==> src/rtl/ram_bus_arbiter.sv <==
// Shares one single-port synchronous RAM between NUM_REQ masters: round-robin
// arbitration, one access at a time, req/ack handshake, lock-extended bursts.
// Define ARB_FIXED_PRIO_EN to switch to fixed priority (lowest index wins).
module ram_bus_arbiter #(
  parameter int NUM_REQ   = 3,
  parameter int ADDR_W    = 16,
  parameter int DATA_W    = 16,
  parameter int MAX_BURST = 4
) (
  input  logic                      CLK,
  input  logic                      RESET_N,
  input  logic [NUM_REQ-1:0]        req,
  input  logic [NUM_REQ-1:0]        lock,
  input  logic [NUM_REQ-1:0]        we,
  input  logic [NUM_REQ*ADDR_W-1:0] addr,
  input  logic [NUM_REQ*DATA_W-1:0] wdata,
  output logic [NUM_REQ-1:0]        gnt,
  output logic [NUM_REQ-1:0]        ack,
  output logic [DATA_W-1:0]         rdata,
  output logic                      busy,
  output logic [ADDR_W-1:0]         ram_addr,
  output logic [DATA_W-1:0]         ram_wdata,
  output logic                      ram_we,
  output logic                      ram_re,
  input  logic [DATA_W-1:0]         ram_rdata
);

  localparam int IDX_W = (NUM_REQ > 1) ? $clog2(NUM_REQ) : 1;
  localparam int CNT_W = 4;

  typedef enum logic [1:0] {
    S_IDLE,
    S_ISSUE,
    S_DONE
  } state_t;

  state_t              r_state;
  logic [IDX_W-1:0]    r_owner;
  logic [CNT_W-1:0]    r_burst_cnt;
  logic                r_is_read;
  logic [NUM_REQ-1:0]  r_gnt;
  logic [NUM_REQ-1:0]  r_ack;
  logic                r_busy;
  logic [ADDR_W-1:0]   r_ram_addr;
  logic [DATA_W-1:0]   r_ram_wdata;
  logic                r_ram_we;
  logic                r_ram_re;
  logic [DATA_W-1:0]   r_rdata_hold;

  logic [NUM_REQ-1:0]  w_owner_1h;
  logic [NUM_REQ-1:0]  w_cand;
  logic [IDX_W-1:0]    w_start;
  logic                w_found;
  logic [IDX_W-1:0]    w_win;
  logic                w_burst_go;
  logic                w_issue;
  logic [IDX_W-1:0]    w_sel;
  logic                w_sel_we;
  logic [ADDR_W-1:0]   w_sel_addr;
  logic [DATA_W-1:0]   w_sel_wdata;

  assign w_owner_1h = NUM_REQ'(1) << r_owner;

  // The owner just served is excluded from the arbitration made in DONE only.
  assign w_cand = req & ~((r_state == S_DONE) ? w_owner_1h : '0);

`ifdef ARB_FIXED_PRIO_EN
  assign w_start = '0;
`else
  logic [IDX_W-1:0] r_last_owner;
  logic [IDX_W-1:0] w_base;

  // In DONE the current owner becomes last_owner on this same edge.
  assign w_base  = (r_state == S_DONE) ? r_owner : r_last_owner;
  assign w_start = (w_base == IDX_W'(NUM_REQ - 1)) ? '0 : w_base + IDX_W'(1);
`endif

  // NOTE: every always_comb output gets a default first so no latch is inferred.
  always_comb begin
    w_found = 1'b0;
    w_win   = '0;
    for (int i = 0; i < NUM_REQ; i++) begin
      if (!w_found && w_cand[IDX_W'((int'(w_start) + i) % NUM_REQ)]) begin
        w_found = 1'b1;
        w_win   = IDX_W'((int'(w_start) + i) % NUM_REQ);
      end
    end
  end

  assign w_burst_go = (r_state == S_DONE) && lock[r_owner] && req[r_owner] &&
                      (r_burst_cnt < CNT_W'(MAX_BURST - 1));

  assign w_issue = ((r_state == S_IDLE) && w_found) ||
                   ((r_state == S_DONE) && (w_burst_go || w_found));

  assign w_sel       = w_burst_go ? r_owner : w_win;
  assign w_sel_we    = we[w_sel];
  assign w_sel_addr  = addr[int'(w_sel)*ADDR_W +: ADDR_W];
  assign w_sel_wdata = wdata[int'(w_sel)*DATA_W +: DATA_W];

  always_ff @(posedge CLK) begin
    if (!RESET_N) begin
      r_state      <= S_IDLE;
      r_owner      <= '0;
      r_burst_cnt  <= '0;
      r_is_read    <= 1'b0;
      r_gnt        <= '0;
      r_ack        <= '0;
      r_busy       <= 1'b0;
      r_ram_addr   <= '0;
      r_ram_wdata  <= '0;
      r_ram_we     <= 1'b0;
      r_ram_re     <= 1'b0;
      r_rdata_hold <= '0;
`ifndef ARB_FIXED_PRIO_EN
      r_last_owner <= IDX_W'(NUM_REQ - 1);
`endif
    end else begin
      r_ack    <= '0;
      r_ram_we <= 1'b0;
      r_ram_re <= 1'b0;
      case (r_state)
        S_IDLE: begin
          r_gnt  <= '0;
          r_busy <= 1'b0;
        end
        S_ISSUE: begin
          r_ack   <= w_owner_1h;
          r_state <= S_DONE;
        end
        S_DONE: begin
          if (r_is_read) r_rdata_hold <= ram_rdata;
          if (w_burst_go) begin
            r_burst_cnt <= r_burst_cnt + CNT_W'(1);
          end else begin
`ifndef ARB_FIXED_PRIO_EN
            r_last_owner <= r_owner;
`endif
            r_burst_cnt <= '0;
            r_gnt       <= '0;
            r_busy      <= 1'b0;
            r_state     <= S_IDLE;
          end
        end
        default: r_state <= S_IDLE;
      endcase

      // NOTE: with non-blocking assignments the last one in the block wins, so
      // this issue path overrides the per-state defaults written above.
      if (w_issue) begin
        r_state     <= S_ISSUE;
        r_owner     <= w_sel;
        r_gnt       <= NUM_REQ'(1) << w_sel;
        r_busy      <= 1'b1;
        r_ram_addr  <= w_sel_addr;
        r_ram_wdata <= w_sel_wdata;
        r_ram_we    <= w_sel_we;
        r_ram_re    <= ~w_sel_we;
        r_is_read   <= ~w_sel_we;
      end
    end
  end

  // Read data passes straight through during the ack cycle and is held after.
  assign rdata     = ((r_state == S_DONE) && r_is_read) ? ram_rdata : r_rdata_hold;
  assign gnt       = r_gnt;
  assign ack       = r_ack;
  assign busy      = r_busy;
  assign ram_addr  = r_ram_addr;
  assign ram_wdata = r_ram_wdata;
  assign ram_we    = r_ram_we;
  assign ram_re    = r_ram_re;

endmodule

==> config.mk <==
export PLATFORM = sky130hd
export DESIGN_NAME = ram_bus_arbiter
export DESIGN_NICKNAME = d
export VERILOG_FILES = /design/src/rtl/ram_bus_arbiter.sv
export SDC_FILE = /design/constraint.sdc
export NUM_CORES = 1
export LEC_CHECK = 0
export BUFFER_PORTS_ARGS = -buffer_cell sky130_fd_sc_hd__clkbuf_2
export CAP_MARGIN = 5
export CORE_UTILIZATION = 30
export CTS_BUF_LIST = sky130_fd_sc_hd__clkbuf_4 sky130_fd_sc_hd__clkbuf_8
export CTS_CLUSTER_SIZE = 10
export DETAILED_ROUTE_END_ITERATION = 16
export GPL_TIMING_DRIVEN = 1
export PLACE_DENSITY_LB_ADDON = 0.12
export SETUP_SLACK_MARGIN = 0.5
export SYNTH_ARGS = -nofsm -noshare
export SYNTH_HDL_FRONTEND = slang
export SYNTH_SLANG_ARGS = --single-unit
==> constraint.sdc <==
create_clock -name CLK -period 2.5 [get_ports CLK]
set_input_delay 0.5 -clock CLK [delete_from_list [all_inputs] [get_ports CLK]]
set_output_delay 0.5 -clock CLK [all_outputs]
set_load 0.01 [all_outputs]
Word-level counts from Yosys, hierarchy flattened
Index checks and enable logic that the tools add are counted.

storage, ports and cells
  register bits after elaboration = 68
  bits in latches = 0
  RAM bits = 0
  bits in read-only memories = 0
  input bits = 123
  memories = 0

operators by class
  $add $sub $neg = 4
  multipliers = 0
  div/mod/pow operators = 3
  magnitude comparators = 6
  eq/ne operators = 6
  shifts and indexed selects = 4
  muxes and demuxes = 36
  bitwise logic cells = 6
  reductions and logical operators = 22

operator list
  operator               number
  $shiftx 48x7->16       2
  $mod 32x3->32 const B  2
  $mod 3x3->32 const B   1
  $mux 16                1
  $mux 1                 15
  $mux 2                 7
  $reduce_and 2->1       7
  $bmux 1 s2             6
  $lt 2x4->1 const B     3
  $mux 3                 3
  $logic_and 1x1->1      8
  $lt 2x3->1 const B     2
  $pmux 2 s3             1
  $pmux 3 s2             1
  $shl 1x2->3 const A    2
  $add 4x1->4 const B    1
  $eq 2x2->1 const B     2
  $lt 4x2->1 const B     1
  $mux 4                 1
  $ne 2x2->1 const B     2
  $not 1->1              4
  $add 2x1->3 const B    1
  $add 2x2->3 const B    1
  $and 3x3->3            1
  10 further kinds       12

Longest topological paths before layout
  depth after elaboration = 20
  mapped depth = 11
  gate-level depth less buffers = 7

Least setup slack after synthesis
Ideal clock, no wire load.

  kind = input -> register
  start point = input req[1]
  end point = register r_ram_wdata[13], in the netlist ram_wdata[13]
  data arrival time = 2,133 ps
  data required time = 2,426 ps
  slack = 293 ps
  stages = 8
  cell sequence = clkbuf_1 mux2_2 o32ai_1 a21oi_1 nor3_1 clkbuf_4 a22oi_1 o21ai_0

on the way
  word-level cells in the longest chain between the ends = 14
  elaborated cells on any way between the ends = 30
  those cells by class = 1 x shift; 18 x mux; 1 x bitwise; 10 x reduce/logical

RTL lines
  item                                                                  line  source
  from (decl)                                                           12    input logic [NUM_REQ-1:0] req,
  parallel branches: the longest is 14 deep, another holds $and 3x3->3  -
  to (signal assigned)                                                  156   r_ram_wdata <= w_sel_wdata;
  to (decl)                                                             45    logic [DATA_W-1:0] r_ram_wdata;

Several ways; the timed one is not identified. The select of a mux whose other input is x is not followed.
A chain may end at the register's enable or synchronous reset.

Worst setup path in the final report
  start point = register r_state[0]
  end point = register r_ram_wdata[0], in the netlist ram_wdata[0]

on the way
  word-level cells in the longest chain between the ends = 18
  elaborated cells on any way between the ends = 42
  those cells by class = 3 x add/sub; 3 x div; 2 x eq/ne; 1 x shift; 19 x mux; 2 x bitwise; 12 x reduce/logical

RTL lines
  item                                                                    line  source
  from (decl)                                                             37    state_t r_state;
  from (signal assigned)                                                  103   r_state <= S_IDLE;
  from (signal assigned)                                                  129   r_state <= S_DONE;
  from (signal assigned)                                                  142   r_state <= S_IDLE;
  parallel branches: the longest is 18 deep, another holds $mod 32x3->32  -

Several ways; the timed one is not identified. The select of a mux whose other input is x is not followed.

==> results.json <==
{
  "vias_per_cell": 4.900,
  "fin_area_um2": 5665,
  "setup_viol": 0,
  "fill_cells": 1051,
  "end_kind": "flip-flop",
  "arrival_ns": 2.50,
  "routed_wl_um": 11380,
  "routedWlPerCell_um": 16.22,
  "drt_iter0_drc": 133,
  "fin_setup_tns_ns": 0,
  "max_freq_ghz": 0.4404,
  "synth_async_sr_flop_share_pct": 0,
  "fin_skew_ns": 0.01603,
  "status": "finished, final reports clean",
  "die_h_um": 109.7,
  "synth_edf_count": 0,
  "htreeDepth": 3,
  "syn_to_final_growth_pct": 62.76,
  "yosysWarningCount": 0,
  "dpl-instance-area_um2": 4566,
  "tritoncts": "done",
  "synth_top_area_cell": "dfxtp_1",
  "place.gp.congestion": 0.7352,
  "cts.sinks": 68,
  "hold_viol_final": 0,
  "yosysSeqAreaShare_pct": 39.11,
  "syn_inst": 349,
  "wl_met1_um": 4863,
  "max-vdd-ir-drop_v": 0.0002499,
  "clockBufferDepth": 2,
  "io_pins": 180,
  "avgSynthCellArea_um2": 9.974,
  "syn_nets": 473,
  "drt_pass1_iterations": 4,
  "critPathRequiredTime_ns": 2.73,
  "grt_pass1_vias": 3458,
  "portBuffers": 179,
  "antenna_found_initial": 0,
  "initial_utilization_pct": 31.42,
  "drtAntennaViolNets": 0,
  "rows": 38,
  "worstMarginPinSlew_ns": 0.4828,
  "dpl.cell_count": 658,
  "synth_seq_cells": 68,
  "wl_met3_um": 872,
  "die_w_um": 109.7,
  "clk_pin_slew_ns": 0.08,
  "power_density_nw_per_um2": 553.7,
  "ctsHoldBuffers": 0,
  "clk_latency_ns": 0.35,
  "cts_buffers": 9,
  "drv_slew": 0,
  "grt_pass1_wl_um": 17270,
  "min_period_ns": 2.270,
  "leakage_nw": 2.723,
  "relSlewSlack_pct": 67.78,
  "globalRouteOverflowTotal": 0,
  "synth.area.top_cells": "dfxtp_1 39%, mux2i_1 9.5%, a22oi_1 6.3%, mux2_2 5.5%, nor2b_1 4.9%",
  "coreArea_um2": 11080,
  "synth.top_cell.area_share_pct": 39.11,
  "finalWorstSetupSlack_ns": 0.2295,
  "ys.flop_type": "dfxtp_1",
  "grt_max_degree": 34,
  "met2_wirelength_um": 5483,
  "synth_common_cells": "68 x dfxtp_1, 33 x mux2i_1, 29 x a22oi_1",
  "hold_class": "input port to flip-flop",
  "synth_area_um2": 3481,
  "routed.top_layer": "met4",
  "dpl.hpwl_um": 7512,
  "cap_viol_max_count": 0,
  "yosys.cell_count.top_type": "dfxtp_1",
  "final_core_util_pct": 51.14,
  "critical_path_class": "flip-flop to flip-flop",
  "place_ws_ns": -0.05425,
  "drive_gt1_share_pct": 58.01,
  "final_nets": 681,
  "diodes": 0,
  "cts-root-buf": "clkbuf_8",
  "period_share_pct": 90.82,
  "crit_fanout": 5,
  "via_count": 3440,
  "rsz0062_at_grt": "true",
  "track_usage_pct": 18.99,
  "synth.distinct_cells": 54,
  "drc_errors": 0,
  "instances_no_fill": 702,
  "cp-start-kind": "flip-flop",
  "die_area_um2": 12040
}
report_power, final:
| group | internal (mW) | switching [mW] | leakage (nW) | total, mW |
|---|---|---|---|---|
| logic | 0.440 | 0.395 | 2.05 | 0.835 |
| registers | 1.17 | 0.0682 | 0.560 | 1.24 |
| clock network | 0.604 | 0.455 | 0.113 | 1.06 |
| total | 2.22 | 0.918 | 2.72 | 3.14 |
cell families (layout without fill, tap and decap cells):
| kind of cell | Yosys count | after routing | share of synthesized area [%] |
|---|---|---|---|
| fa+ha+maj | 1 | 1 | 0.3594 |
| compound gates | 102 | 102 | 21.71 |
| flops | 68 | 68 | 39.11 |
| mux | 50 | 50 | 14.99 |
| buf+inv | 33 | 246 | 6.147 |
| simple gates | 95 | 95 | 17.69 |
sequential cells by signal (all words and copies together) (netlist names), 2 cells and up:
register	count
ram_addr	16
r_rdata_hold	16
ack	3
r_owner	2
r_last_owner	2
r_state	2
ram_wdata	16
r_burst_cnt	4
gnt	3
layout by cell type (no fill, tap or decap), drive strengths merged, types with 3 or more instances in the layout:
| master | instances |
|---|---|
| inv | 6 |
| a21oi | 10 |
| nor2 | 9 |
| clkbuf | 176 |
| mux2 | 17 |
| o21ai | 38 |
| and2 | 16 |
| and3 | 3 |
| a22oi | 36 |
| nor3b | 3 |
| nor2b | 27 |
| and2b | 7 |
| buf | 59 |
| mux2i | 33 |
| nand2b | 3 |
| nand2 | 13 |
| dfxtp | 68 |
metal layers:
| metal | global-route usage, % | vias up |
|---|---|---|
| li1 | - | 1683 |
| met3 | 6.283 | 13 |
| met1 | 23.14 | 1594 |
| met5 | 0 | - |
| met2 | 31.18 | 150 |
| met4 | 6.667 | 0 |
final cells by class:
cell class	instances	area [µm²]	area share, %
Tap cell	140	175.2	3.092
Clock buffer	11	145.1	2.562
Timing Repair Buffer	224	1622	28.62
Sequential cell	68	1378	24.32
Clock inverter	5	85.08	1.502
Multi-Input combinational cell	248	2238	39.51
Inverter	6	22.52	0.3975
worst max-delay path, stage by stage, from the launching register on:
cell,delay (ns)
dfxtp_4,0.37
buf_6,0.12
nor3b_4,0.26
a32oi_4,0.11
buf_6,0.16
a2111oi_4,0.24
a2bb2oi_4,0.20
buf_6,0.15
buf_12,0.12
and2b_1,0.18
mux2i_2,0.16
o21ai_1,0.09
through the flow:
stage	power, mW	hold slack (ns)
finish	3.137	0.3708
global route	3.299	0.3570
CTS	3.119	0.3462
detailed placement	1.912	0.4524
global placement	1.903	0.4518
floorplan	1.635	0.4418
worst paths after layout:
kind,slack [ns],end,cells after the start,start
setup / recovery,0.23,ram_wdata[0],11,r_state[0]
hold / removal,0.37,ram_wdata[2],3,wdata[18]
setup reg to reg,0.23,ram_wdata[0],11,r_state[0]
hold reg to reg,0.46,busy,2,busy
repair_timing:
action / in CTS / in global routing
hold endpoints to repair: 0 / 0
setup endpoints to repair: 57 / 57
gates resized for setup: 100 / 51
gates cloned: 5 / 2
buffers inserted: 18 / 3
pin swaps: 11 / 10
No activity file was read; power rests on OpenSTA's default activity.
